### config.mk
export PLATFORM = sky130hd
export DESIGN_NAME = dsi_lanes_scheduler
export DESIGN_NICKNAME = d
export VERILOG_FILES = /design/src/rtl/dsi_lanes_scheduler.sv
export SDC_FILE = /design/constraint.sdc
export NUM_CORES = 1
export LEC_CHECK = 0
export CAP_MARGIN = 20
export CELL_PAD_IN_SITES_DETAIL_PLACEMENT = 0
export CELL_PAD_IN_SITES_GLOBAL_PLACEMENT = 1
export CORE_UTILIZATION = 27
export DETAILED_ROUTE_END_ITERATION = 16
export PLACE_DENSITY_LB_ADDON = 0.1
export SYNTH_ARGS = -nofsm -noshare
export SYNTH_HDL_FRONTEND = slang
export SYNTH_SLANG_ARGS = --single-unit
### constraint.sdc
create_clock -name clk_sys -period 2.35 [get_ports clk_sys]
set_clock_uncertainty 0.2 [all_clocks]
set_input_delay 0.3525 -clock clk_sys [delete_from_list [all_inputs] [get_ports clk_sys]]
set_output_delay 0.3525 -clock clk_sys [all_outputs]
set_load 0.05 [all_outputs]
### src/rtl/dsi_lanes_scheduler.sv
// Power sequencing for the DSI lane controller and arbitration of its single
// write port between the video and command packet sources.
module dsi_lanes_scheduler #(
    parameter int READY_TIMEOUT    = 1024,
    parameter int CLK_SETUP_CYCLES = 10,
    parameter int CLK_PRE_CYCLES   = 40,
    parameter int GAP_CYCLES       = 8,
    parameter int STARVE_LIMIT     = 4
) (
    input  logic        clk_sys,
    input  logic        rst_n,
    input  logic        ctrl_enable,
    input  logic        vid_req,
    input  logic [31:0] vid_data,
    input  logic [3:0]  vid_strb,
    input  logic        vid_last,
    input  logic        cmd_req,
    input  logic [31:0] cmd_data,
    input  logic [3:0]  cmd_strb,
    input  logic        cmd_last,
    output logic        vid_grant,
    output logic        cmd_grant,
    output logic        vid_data_rqst,
    output logic        cmd_data_rqst,
    output logic        lines_enable,
    output logic        clock_enable,
    input  logic        lines_ready,
    input  logic        clock_ready,
    input  logic        iface_data_rqst,
    output logic [31:0] iface_write_data,
    output logic [3:0]  iface_write_strb,
    output logic        iface_write_rqst,
    output logic        iface_last_word,
    output logic        link_up,
    output logic        fault,
    output logic [3:0]  state_dbg
);

    typedef enum logic [3:0] {
        S_OFF, S_LANES_UP, S_CLK_SETUP, S_CLK_UP, S_PRE, S_IDLE,
        S_GRANT, S_XFER, S_GAP, S_CLK_DOWN, S_LANES_DOWN, S_FAULT
    } state_t;

    typedef enum logic [1:0] {OWN_NONE, OWN_VID, OWN_CMD} owner_t;

    localparam logic [15:0] TIMEOUT_LAST = 16'(READY_TIMEOUT - 1);
    localparam logic [15:0] SETUP_LAST   = 16'(CLK_SETUP_CYCLES - 1);
    localparam logic [15:0] PRE_LAST     = 16'(CLK_PRE_CYCLES - 1);
    localparam logic [15:0] GAP_LAST     = 16'(GAP_CYCLES - 1);
    localparam logic [15:0] STARVE_CMP   = 16'(STARVE_LIMIT);

    state_t      state;
    owner_t      owner;
    logic [15:0] cnt;
    logic [15:0] starve_cnt;

    logic [31:0] own_data;
    logic [3:0]  own_strb;
    logic        own_last;
    logic        cmd_wins;

    always_comb begin
        own_data = '0;
        own_strb = '0;
        own_last = 1'b0;
        case (owner)
            OWN_VID: begin
                own_data = vid_data;
                own_strb = vid_strb;
                own_last = vid_last;
            end
            OWN_CMD: begin
                own_data = cmd_data;
                own_strb = cmd_strb;
                own_last = cmd_last;
            end
            default: ;
        endcase
    end

    assign cmd_wins = cmd_req && (!vid_req || (starve_cnt >= STARVE_CMP));

    // cnt restarts from zero on every state entry; it serves both as the
    // ready timeout and as the setup/pre/gap delay counter.
    always_ff @(posedge clk_sys or negedge rst_n) begin
        if (!rst_n) begin
            state        <= S_OFF;
            owner        <= OWN_NONE;
            cnt          <= '0;
            starve_cnt   <= '0;
            lines_enable <= 1'b0;
            clock_enable <= 1'b0;
            fault        <= 1'b0;
        end else begin
            cnt <= cnt + 16'd1;
            case (state)
                S_OFF: begin
                    if (ctrl_enable) begin
                        lines_enable <= 1'b1;
                        state        <= S_LANES_UP;
                        cnt          <= '0;
                    end
                end
                S_LANES_UP: begin
                    if (lines_ready) begin
                        state <= S_CLK_SETUP;
                        cnt   <= '0;
                    end else if (cnt == TIMEOUT_LAST) begin
                        fault        <= 1'b1;
                        lines_enable <= 1'b0;
                        clock_enable <= 1'b0;
                        state        <= S_FAULT;
                        cnt          <= '0;
                    end
                end
                S_CLK_SETUP: begin
                    if (cnt == SETUP_LAST) begin
                        clock_enable <= 1'b1;
                        state        <= S_CLK_UP;
                        cnt          <= '0;
                    end
                end
                S_CLK_UP: begin
                    if (clock_ready) begin
                        state <= S_PRE;
                        cnt   <= '0;
                    end else if (cnt == TIMEOUT_LAST) begin
                        fault        <= 1'b1;
                        lines_enable <= 1'b0;
                        clock_enable <= 1'b0;
                        state        <= S_FAULT;
                        cnt          <= '0;
                    end
                end
                S_PRE: begin
                    if (cnt == PRE_LAST) begin
                        state <= S_IDLE;
                        cnt   <= '0;
                    end
                end
                S_IDLE: begin
                    if (!ctrl_enable) begin
                        clock_enable <= 1'b0;
                        state        <= S_CLK_DOWN;
                        cnt          <= '0;
                    end else if (cmd_wins) begin
                        owner <= OWN_CMD;
                        state <= S_GRANT;
                        cnt   <= '0;
                    end else if (vid_req) begin
                        owner <= OWN_VID;
                        state <= S_GRANT;
                        cnt   <= '0;
                    end
                end
                S_GRANT: begin
                    if (owner == OWN_VID) begin
                        if (starve_cnt != 16'hFFFF) starve_cnt <= starve_cnt + 16'd1;
                    end else begin
                        starve_cnt <= '0;
                    end
                    state <= own_last ? S_GAP : S_XFER;
                    cnt   <= '0;
                end
                S_XFER: begin
                    if (iface_data_rqst && own_last) begin
                        state <= S_GAP;
                        cnt   <= '0;
                    end
                end
                S_GAP: begin
                    if (cnt == GAP_LAST) begin
                        owner <= OWN_NONE;
                        state <= S_IDLE;
                        cnt   <= '0;
                    end
                end
                S_CLK_DOWN: begin
                    if (!clock_ready || (cnt == TIMEOUT_LAST)) begin
                        lines_enable <= 1'b0;
                        state        <= S_LANES_DOWN;
                        cnt          <= '0;
                    end
                end
                S_LANES_DOWN: begin
                    if (!lines_ready) begin
                        state <= S_OFF;
                        cnt   <= '0;
                    end
                end
                S_FAULT: begin
                    if (!ctrl_enable) begin
                        fault <= 1'b0;
                        state <= S_OFF;
                        cnt   <= '0;
                    end
                end
                default: state <= S_OFF;
            endcase
        end
    end

    // Handshake: a word moves from the owner to the lane controller in the
    // GRANT cycle (grant pulse, first word) and in every XFER cycle where
    // iface_data_rqst is high (mirrored to the owner's data_rqst).
    always_comb begin
        iface_write_rqst = 1'b0;
        iface_write_data = '0;
        iface_write_strb = '0;
        iface_last_word  = 1'b0;
        vid_grant        = 1'b0;
        cmd_grant        = 1'b0;
        vid_data_rqst    = 1'b0;
        cmd_data_rqst    = 1'b0;
        case (state)
            S_GRANT: begin
                iface_write_rqst = 1'b1;
                iface_write_data = own_data;
                iface_write_strb = own_strb;
                iface_last_word  = own_last;
                vid_grant        = (owner == OWN_VID);
                cmd_grant        = (owner == OWN_CMD);
            end
            S_XFER: begin
                iface_write_data = own_data;
                iface_write_strb = own_strb;
                iface_last_word  = own_last;
                vid_data_rqst    = (owner == OWN_VID) && iface_data_rqst;
                cmd_data_rqst    = (owner == OWN_CMD) && iface_data_rqst;
            end
            default: ;
        endcase
    end

    assign link_up   = (state == S_IDLE) || (state == S_GRANT) ||
                       (state == S_XFER) || (state == S_GAP);
    assign state_dbg = state;

endmodule

# Word-level counts from Yosys, hierarchy flattened
# Index checks and enable logic that the tools add are counted.
[totals] ff_bits=41 in_bits=82 elab_cells=131
[op_classes] addsub=2 order_cmp=1 n_eq_ne=33 muxes=65 reduce_logical=23
[ops] op="2-to-1 mux 16 bit" count=16
[ops] op="case mux 16 bit (12 select lines)" count=1
[ops] op="2-to-1 mux 4 bit" count=16
[ops] op="case mux 32 bit (2 select lines)" count=1
[ops] op="case mux 4 bit (12 select lines)" count=1
[ops] op="adder 16 x 1 -> 16 bit (second input constant)" count=2
[ops] op="2-to-1 mux 32 bit" count=1
[ops] op="inequality test 2 bit (second input constant)" count=12
[ops] op="2-to-1 mux 1 bit" count=19
[ops] op="== test 16 x 10 -> 1 bit (second input constant)" count=1
[ops] op="== test 16 x 3 -> 1 bit (second input constant)" count=1
[ops] op="== test 16 x 4 -> 1 bit (second input constant)" count=1
[ops] op="== test 16 x 6 -> 1 bit (second input constant)" count=1
[ops] op="== test 4 x 3 -> 1 bit (second input constant)" count=4
[ops] op="== test 4 bit (second input constant)" count=4
[ops] op="greater-or-equal comparator 16 x 3 -> 1 bit (second input constant)" count=1
[ops] op="inequality test 16 bit (second input constant)" count=1
[ops] op="AND reduction 5 bit" count=2
[ops] op="AND reduction 9 bit" count=1
[ops] op="== test 4 x 2 -> 1 bit (second input constant)" count=2
[ops] op="2-to-1 mux 2 bit" count=4
[ops] op="case mux 1 bit (4 select lines)" count=2
[ops] op="case mux 4 bit (2 select lines)" count=1
[ops] op="AND reduction 4 bit" count=2
[ops] op="other kinds (18)" count=27

# Depth between registers and ports, before layout
[logic_depth] ltp_word=6 ltp_mapped=11

# Least setup slack after synthesis
# Ideal clock, no wire load.
[synth_path] path_type="reg-to-output" start="register state[1], in the netlist state_dbg[1]" end="output port iface_write_data[10]" t_arrival_ns=2.281 required_ns=1.798 path_slack_ns=-0.483 path_stages_with_launch=6 cell_sequence="dfrtp_1 buf_2 clkbuf_1 nand3b_1 clkbuf_1 nor2_1"
[synth_between] elab_chain_len=3 elab_cells_between_ends=4
[synth_rtl] element="from (decl)" line="52" source="state_t state;"
[synth_rtl] element="from (signal assigned)" line="162" source="state <= own_last ? S_GAP : S_XFER;"
[synth_rtl] element="== test 4 x 3 -> 1 bit" line="215" source="case (state)"
[synth_rtl] element="OR reduction 2 bit (no source line) (*)"
[synth_rtl] element="2-to-1 mux 32 bit (*)" line="215"
[synth_rtl] element="to (decl)" line="30" source="output logic [31:0] iface_write_data,"
# Every way passes the cells marked *; elsewhere a longest branch is shown, timed or not.

# Worst setup path after layout
[layout_path] start="register owner[0]" end="output port iface_write_data[18]"
[layout_between] elab_chain_len=3 elab_cells_between_ends=4
[layout_rtl] element="from (decl)" line="53" source="owner_t owner;"
[layout_rtl] element="from (signal assigned)" line="88" source="owner <= OWN_NONE;"
[layout_rtl] element="from (signal assigned)" line="147" source="owner <= OWN_CMD;"
[layout_rtl] element="from (signal assigned)" line="151" source="owner <= OWN_VID;"
[layout_rtl] element="== test 2 bit or == test 2 x 1 -> 1 bit (tied branches)" line="66" source="case (owner)"
[layout_rtl] element="case mux 32 bit (2 select lines) (*)" line="66"
[layout_rtl] element="2-to-1 mux 32 bit (*)" line="215"
# Marks and branches as above.

==> impl_results.md <==
- Outcome: complete, but fails checks
- Failing checks: setup timing
- TritonCTS buffer count: 5
- Fmax: 405 MHz
- Finished Core Util: 56.1%
- Max-cap violations: 0
- Synth cell types: between 50 and 60
- CP endpoint kind: output port
- Drt drc: 0
- Ant diodes: 0
- Clock slew seen by the registers of the worst setup and hold paths: 0.09 ns
- Clock Power Share: 7.6%
- Endpoints failing setup: 26
- Synth area leader: dfrtp_1
- Io pins: 132
- Crit path arrival time: 1.92 ns
- CP startpoint: owner[0]
- Mapped Nets: 456
- Max clock buf depth: 2
- Logic gate share of total power: between 70% and 80%
- CORE AREA: about 0.011 mm2
- CP max-delay cell: dfrtp_1
- Antenna Nets Post-Route: 0
- Slew Viols, Final: 0
- Share of layout cells above drive strength 1: a little under two fifths
- Multi-input gate area: 0.00229 mm2
- Routed WL: 11.1 mm
- Switching part of the total: between 40 and 50%
- Area Overhead vs Synth: 103%
- Cell repeated most along the worst path: buf_12
- Crit path kind: reg2out
- Via count: 3415
- Seq pwr share: 15.8%
- Max-slew headroom: 61.3%
- Post-DP HPWL: about 8.2 mm
- Crit-path max FO: 4
- Routability Congestion: between 0.7 and 0.8
- RSZ-0062 raised after global routing: true
- CP peak stage delay: 0.39 ns
- Drt pass-1 iters: 4
- Initial Util: 27.7%
- Worst Tran Pin Value: approximately 0.58 ns
- Hold_ws: 0.310 ns
- Syn_area_per_cell: 8.16 um2
- Switching power: 0.00304 W
- Initial DRC count: 127
- Largest net degree at the start of global routing: 23
- Class of the worst hold path: reg2reg
- Flop and latch count out of synthesis: 41
- Pwr/cell area: 1030 mW/mm2
- Async set-reset flop share out of synthesis: 100%
- Sum of negative setup slack: -0.762 ns
- Full die area: 0.0115 mm2
- Worst setup slack after layout: -0.121 ns
- Highest routed layer: met4
- Register area: 0.00103 mm2
- VDD IR max: 0.000816 V
- Filler cells: between 900 and 1000
- Number of global-route vias before repair: 3330
- Congestion Overflow GR: 0
- Met2 routed WL: around 5.5 mm
- Clk root buf: clkbuf_8
- Synth top area share: 34.2%
- First-pass GRT wire length: 17.3 mm
- Drt via density: approximately 4.9
- Post-synth EDFFs: 0
- Buf+Inv Stages, Crit Path: 6
- CTS tree: done
- WL per Instance: 16.0 um
- CTS sink count: 41
- Leak: 2.45 nW
- H-tree depth: 2
- CP delay by family, top: buffers and inverters
- Port Buf Inserts: 131
- Required @ worst endpoint: 1.80 ns
- GRT Util Overall: a little under a fifth
- Synth area leaders: dfrtp_1 34%, nor2_1 9.4%, a22oi_1 9.2%
- Post-Syn Instances: 368
- Hold path start: lines_enable
- Num rows: 38
- Die Ht: 107 um
- WL met3: 360 um
- Clock latency on the worst-skew pair: roughly 0.31 ns
- Period minus WS final: 2.47 ns
- Hold Vio Cnt, Final: 0
- Fin crit share: 105%
- Cell internal pwr: 0.00325 W
- Synth warn: 0
- Synth cell count leaders: 75 x nor2_1, 41 x dfrtp_1, 37 x a22oi_1
- Initial antenna violation count: 0
- Top-count cell post-synth: nor2_1
- Ys flop type: dfrtp_1
- Nets: around 640
- Worst R2R Start: cnt[13]
- Die width: approximately 110 um
- Met1 WL: 4.89 mm
- Seq/Total Area, Yosys: between 30% and 40%
- Setup crit start kind: flop
- Post-synth design cell area: 0.00300 mm2
- Crit path cell chain: inv_2, ha_4, nand3b_1, buf_6, buf_12, buf_12, buf_6, nor2_4, buf_12
[kinds of logic (layout without fill, tap and decap cells)]
| family | after synthesis | after routing | synth area share (%) |
|---|---|---|---|
| simple gates | 169 | 169 | 28.0 |
| compound gates | 80 | 80 | 19.6 |
| flops | 41 | 41 | 34.2 |
| buf+inv | 40 | 222 | 5.87 |
| xor+xnor | 25 | 25 | 7.29 |
| mux | 7 | 7 | 2.62 |
| fa+ha+maj | 6 | 6 | 2.50 |
[layout make-up]
cell class                      count  area share [%]
Timing Repair Buffer              201            40.3
Multi-Input combinational cell    287            37.6
Sequential cell                    41            17.0
Tap cell                          140            2.88
Clock buffer                        6            1.19
Inverter                           13           0.864
Clock inverter                      2           0.247
[worst reg2reg max path: stages, from the launching register on]
cell and delay, ns:
dfrtp_2 0.44, nor4_4 0.33, nand4_1 0.18, a32o_2 0.27, nor4b_4 0.31, and3_4 0.28
clkbuf_16 0.18, nor2_4 0.04
[what timing repair did]
| item | in CTS | in global routing |
|---|---|---|
| gates resized for setup | 31 | 42 |
| gates cloned | 4 | 1 |
| setup endpoints to repair | 55 | 60 |
| hold buffers | 1 | 0 |
| pin swaps | 14 | 18 |
| buffers inserted | 12 | 7 |
| endpoints found under the hold margin | 21 | 0 |
[metrics by stage]
step	cell area, um2	std cells	total power [W]	setup slack (ns)
after floorplan	3280	368	0.00349	-0.147
after global placement	5450	660	0.00487	-0.146
after detailed placement	5450	660	0.00487	-0.184
after CTS	5870	683	0.00589	-0.153
after global routing	6080	690	0.00668	-0.211
final	6080	690	0.00629	-0.121
[placed cells by master, fill, tap and decap left out, types with 17 or more instances in the layout]
cell type,netlist,routed
clkdlybuf4s50_1,0,83
buf_4,1,55
buf_12,0,50
nor2_4,0,46
dfrtp_1,41,36
a22oi_1,37,35
nand3_1,22,22
nor2_1,75,22
nand2_1,22,22
xor2_1,17,17
[per-layer routing]
metal	GRT usage (%)	up-vias
li1	-	1683
met2	31.8	63
met4	6.07	0
met1	25.3	1649
met3	3.27	20
met5	0	-
[path summary, 6_finish.rpt]
path                                        end  slack, ns  depth (start not counted)
setup / recovery           iface_write_data[18]      -0.12                          9
hold / removal                     lines_enable       0.31                          1
setup reg to reg                        cnt[15]       0.01                          7
hold reg to reg                    lines_enable       0.31                          1
max in group asynchronous               cnt[13]       1.05                          3
min in group asynchronous              owner[1]       0.38                          2
[registers in the layout, indices dropped and copies added (netlist names)]
signal        cells
clock_enable      1
cnt              16
fault             1
lines_enable      1
owner             2
starve_cnt       16
state_dbg         4
[power by group through the flow]
stage	combinational (W)	sequential [W]	clock, W
after detailed placement	0.00385	0.00102	0
after floorplan	0.00234	0.00114	0
after global placement	0.00384	0.00102	0
after CTS	0.00437	0.00102	0.000498
after global routing	0.00514	0.00102	0.000524
final	0.00482	0.000992	0.000478
Power figures use the tool's default switching activity.
